### config.mk
export PLATFORM = sky130hd
export DESIGN_NAME = reg_dump_unit
export DESIGN_NICKNAME = d
export VERILOG_FILES = /design/src/rtl/reg_dump_unit.sv
export SDC_FILE = /design/constraint.sdc
export NUM_CORES = 1
export LEC_CHECK = 0
export CORE_MARGIN = 4
export CORE_UTILIZATION = 44
export CTS_CLUSTER_DIAMETER = 40
export CTS_CLUSTER_SIZE = 28
export DETAILED_ROUTE_END_ITERATION = 8
export GPL_ROUTABILITY_DRIVEN = 0
export PLACE_DENSITY = 0.83
export RECOVER_POWER = 100
export SYNTH_ARGS = -nofsm -noshare
export SYNTH_HDL_FRONTEND = slang
export SYNTH_SLANG_ARGS = --single-unit
### constraint.sdc
create_clock -name clk_i -period 1.8 [get_ports clk_i]
set_input_delay 0.18 -clock clk_i [delete_from_list [all_inputs] [get_ports clk_i]]
set_output_delay 0.18 -clock clk_i [all_outputs]
set_load 0.005 [all_outputs]
### src/rtl/reg_dump_unit.sv
// Debug register dumper: on start, reads every bank register in turn and streams
// each word MSB-first, one byte at a time, through a uart_tx start/done handshake.
module reg_dump_unit #(
  parameter int NUM_REGS   = 32,
  parameter int ADDR_WIDTH = 5,
  parameter int DATA_WIDTH = 32
) (
  input  logic                  clk_i,
  input  logic                  reset_i,
  input  logic                  start_i,
  output logic [ADDR_WIDTH-1:0] rd_reg_o,
  input  logic [DATA_WIDTH-1:0] rd_data_i,
  output logic [7:0]            tx_data_o,
  output logic                  tx_start_o,
  input  logic                  tx_done_i,
  output logic                  busy_o,
  output logic                  done_o
);

  localparam int BYTES = DATA_WIDTH / 8;
  localparam int BCW   = (BYTES > 1) ? $clog2(BYTES) : 1;
  localparam logic [BCW-1:0]        LAST_BYTE = BCW'(BYTES - 1);
  localparam logic [ADDR_WIDTH-1:0] LAST_REG  = ADDR_WIDTH'(NUM_REGS - 1);

  typedef enum logic [2:0] {
    S_IDLE,
    S_LOAD,
    S_SEND,
    S_WAIT,
    S_DONE
  } state_t;

  state_t                state_q, state_d;
  logic [ADDR_WIDTH-1:0] rd_reg_q, rd_reg_d;
  logic [DATA_WIDTH-1:0] word_q, word_d;
  logic [BCW-1:0]        byte_cnt_q, byte_cnt_d;
  logic [7:0]            tx_data_q, tx_data_d;
  logic                  tx_start_q, tx_start_d;
  logic                  busy_q, busy_d;
  logic                  done_q, done_d;
  logic [DATA_WIDTH-1:0] shifted_word;

  assign shifted_word = word_q << 8;

  always_ff @(posedge clk_i or posedge reset_i) begin
    if (reset_i) begin
      state_q    <= S_IDLE;
      rd_reg_q   <= '0;
      word_q     <= '0;
      byte_cnt_q <= '0;
      tx_data_q  <= '0;
      tx_start_q <= 1'b0;
      busy_q     <= 1'b0;
      done_q     <= 1'b0;
    end else begin
      state_q    <= state_d;
      rd_reg_q   <= rd_reg_d;
      word_q     <= word_d;
      byte_cnt_q <= byte_cnt_d;
      tx_data_q  <= tx_data_d;
      tx_start_q <= tx_start_d;
      busy_q     <= busy_d;
      done_q     <= done_d;
    end
  end

  // tx_start/tx_data/done are computed one state early so they are registered
  // and line up exactly with the SEND and DONE cycles.
  always_comb begin
    state_d    = state_q;
    rd_reg_d   = rd_reg_q;
    word_d     = word_q;
    byte_cnt_d = byte_cnt_q;
    tx_data_d  = tx_data_q;
    tx_start_d = 1'b0;
    busy_d     = busy_q;
    done_d     = 1'b0;
    unique case (state_q)
      S_IDLE: begin
        if (start_i) begin
          state_d  = S_LOAD;
          rd_reg_d = '0;
          busy_d   = 1'b1;
        end
      end
      S_LOAD: begin
        word_d     = rd_data_i;
        byte_cnt_d = '0;
        tx_data_d  = rd_data_i[DATA_WIDTH-1 -: 8];
        tx_start_d = 1'b1;
        state_d    = S_SEND;
      end
      S_SEND: begin
        state_d = S_WAIT;
      end
      S_WAIT: begin
        if (tx_done_i) begin
          if (byte_cnt_q != LAST_BYTE) begin
            word_d     = shifted_word;
            byte_cnt_d = byte_cnt_q + 1'b1;
            tx_data_d  = shifted_word[DATA_WIDTH-1 -: 8];
            tx_start_d = 1'b1;
            state_d    = S_SEND;
          end else if (rd_reg_q != LAST_REG) begin
            rd_reg_d = rd_reg_q + 1'b1;
            state_d  = S_LOAD;
          end else begin
            done_d  = 1'b1;
            state_d = S_DONE;
          end
        end
      end
      S_DONE: begin
        busy_d   = 1'b0;
        rd_reg_d = '0;
        state_d  = S_IDLE;
      end
      default: state_d = S_IDLE;
    endcase
  end

  assign rd_reg_o   = rd_reg_q;
  assign tx_data_o  = tx_data_q;
  assign tx_start_o = tx_start_q;
  assign busy_o     = busy_q;
  assign done_o     = done_q;

endmodule
==> results.py <==
metrics = {
    "run_status": {
        "result_of_the_run": "complete, no violations",
    },
    "sta": {
        "max_slew.worst_pin.slew_ns": 0.776,
        "setup-violations-final": 0,
        "report.final.slew_viol_count": 0,
        "post-route-min-period_ns": 1.68,
        "timing.final.ws_setup_ns": 0.116,
        "clock_skew_after_layout_ns": 0.00680,
        "hold_violations": 0,
        "final.period_utilization": 0.936,
        "rsz0062_at_grt": "no",
        "maxSlewHeadroom": 0.482,
        "clock.fmax_mhz": 594,
    },
    "yosys": {
        "synthesis.yosys.warnings": 0,
        "synthesis.area_per_instance_um2": 13.7,
        "top_cell_type_s_share_of_synthesized_area": 0.517,
        "postSynth.topFlopCell": "dfrtp_1",
        "synth.most_common_cell": "dfrtp_1",
        "seq_area_frac_synth": 0.517,
        "synth_enable_flop_cells": 0,
        "share_of_synthesized_registers_carrying_an_async_set_or_reset": 1.00,
        "synth.area.top_cells": "dfrtp_1, mux2_2, mux2_4",
        "netlist_top_cells_count": "dfrtp_1, mux2_2, a22o_1, mux2_4, nor2_1",
        "ys_ff_latch": 45,
        "synthCells": 159,
        "post_synth_instance_area_mm2": 0.00218,
        "mappedNetlistNets": 198,
        "synthDistinctLibCells": 31,
        "yosysTopAreaCell": "dfrtp_1",
    },
    "floorplanning": {
        "floorplan.initialDensity": 0.458,
        "coreArea_mm2": 0.00475,
        "die-height_um": 78.3,
        "design.portCount": 52,
        "die_width_um": 78.3,
        "die-area_mm2": 0.00614,
        "fp-row-count": 25,
    },
    "global_routing": {
        "grt_antenna_before_repair": 0,
        "grt_overflow_total": 0,
        "groute.usage.overall": 0.152,
        "grt_pass1_wl_mm": 7.21,
        "number_of_global_route_vias_before_repair": 1545,
        "grt_max_degree": 28,
    },
    "cells_and_area": {
        "synthToLayoutAreaGrowth_pct": 33.6,
        "diodes": 0,
        "proportion_of_layout_cells_with_a_drive_suffix_above_1": 0.312,
        "layout.filler_cells": 393,
        "fin_util": 0.612,
        "final_cell_area_mm2": 0.00291,
        "finish.net_count": 260,
    },
    "clocking": {
        "numClockSinks": 45,
        "cts_tree": "done",
        "clock_tree.buffer_depth": 2,
        "h-tree-depth": 2,
        "cts_inserted_buffers": 5,
        "root_buffer": "clkbuf_8",
        "cts.clk_slew.worst_paths_ns": 0.08,
        "insertion_delay_of_the_later_clocked_pin_in_the_worst_skew_pair_ns": 0.29,
    },
    "drt": {
        "drc": 0,
        "drt_pre_antenna_iters": 4,
        "drt_iter0_markers": 53,
        "vias_per_cell": 5.05,
        "ant_nets": 0,
        "drt_wirelength_mm": 4.20,
        "via_total_after_detailed_routing": 1454,
        "post_drt_wl_per_cell_um": 14.6,
    },
    "power_and_ir_drop": {
        "cellPowerDensity_mw_per_mm2": 1530,
        "finalPower_mw": 4.45,
        "net_switching_mw": 1.38,
        "clock_power_share": 0.139,
        "power_frac_seq": 0.372,
        "sw_frac_of_total": 0.311,
        "p_leak_nw": 1.33,
        "power.share.combinational": 0.488,
        "internal_power_mw": 3.06,
        "power.ir.vdd_worst_v": 0.000682,
    },
    "setup_path": {
        "reg2reg_slack_ns": 0.12,
        "critical_path_maximum_fanout": 5,
        "critPathCaptureType": "register",
        "worstSetupStartpointType": "register",
        "timing_worst_setup_path_type": "reg -> reg",
        "cp_data_required_time_ns": 2.03,
        "arrival_ns": 1.91,
    },
    "placed_design": {
        "place_ws_ns": -0.0228,
        "hpwlAfterDp_mm": 3.06,
        "buffer_ports.inserted": 51,
        "dpl_cell_area_mm2": 0.00280,
    },
    "min_path": {
        "hold_path_class": "in -> async",
    },
    "job": {
        "max_cap_violation_count": 0,
    },
}
## power by group through the flow
stage	registers (mW)	clock network, mW	logic (mW)
after CTS	1.67	0.647	2.31
after detailed placement	1.68	0	2.29
final	1.66	0.620	2.17
after floorplan	1.64	0	1.63
after global routing	1.72	0.706	2.39
after global placement	1.67	0	2.23
## logic make-up (layout without fill, tap and decap cells)
logic type,after synthesis,after routing,share of synthesized area
adder cells (fa/ha/maj),3,3,0.0172
AO/OA/AOI/OAI,20,20,0.0707
buffers and inverters,14,76,0.0460
AND/OR/NAND/NOR,25,25,0.0678
flip-flops,45,45,0.517
multiplexers,52,52,0.281
## per-layer routing
metal  global-route usage  wire length [µm]  up-vias
li1                     -                 -      697
met1                0.191              1830      712
met2                0.242              2070       41
met3               0.0608               267        4
met4               0.0420                32        0
met5                    0                 0        -
## cells in the final DEF, fill, tap and decap left out, types with 3 or more instances in the layout
master,instances
a22o_1,8
mux2_4,4
dlygate4sd3_1,17
clkdlybuf4s50_1,34
buf_4,8
inv_1,5
dfrtp_1,45
clkbuf_8,6
mux2i_1,3
nand3_1,3
nor2_1,6
nand2b_1,3
a21oi_1,4
nand2_1,4
mux2_1,4
mux2_2,41
## critical path: stages (launching register included)
cell      delay [ns]
dfrtp_1         0.39
ha_2            0.19
and3_4          0.17
ha_2            0.18
nand3b_1        0.23
o32ai_4         0.22
mux2i_1         0.22
## flip-flops by register name, summed over array words and instances (netlist names)
name        count
state_q         3
done_o          1
byte_cnt_q      2
rd_reg_o        5
busy_o          1
tx_start_o      1
tx_data_o       8
word_q         24
## stage by stage
| step | instances | TNS (ns) | hold WS [ns] |
|---|---|---|---|
| floorplan | 159 | 0 | 0.313 |
| global placement | 279 | -0.0191 | 0.485 |
| detailed placement | 279 | -0.0580 | 0.491 |
| CTS | 286 | 0 | 0.214 |
| global route | 288 | 0 | 0.476 |
| finish | 288 | 0 | 0.473 |
## area by class of cell
cell class                 instances  area [µm²]  share of cell area
sequential                        45        1130               0.387
multi-input combinational        100         962               0.331
timing repair buffer              63         622               0.214
clock buffer                       7        86.3              0.0297
tap                               67        83.8              0.0288
inverter                           6        27.5             0.00947
## repair_timing
action                                  CTS  global route
hold buffers                              0             0
resized for setup                         1             5
buffers inserted                          0             2
pin swaps                                 0             2
endpoints found under the setup margin    3            26
## path summary, 6_finish.rpt
check | start | endpoint | depth (start not counted)
worst max-delay path | rd_reg_o[1] | rd_reg_o[1] | 6
max in group asynchronous | reset_i | word_q[16] | 3
worst min register to register | tx_data_o[2] | tx_data_o[2] | 1
min in group clk_i | rd_data_i[2] | word_q[2] | 2
worst min-delay path | reset_i | done_o | 2
worst max register to register | rd_reg_o[1] | rd_reg_o[1] | 6
No activity file was read; power rests on OpenSTA's default activity.
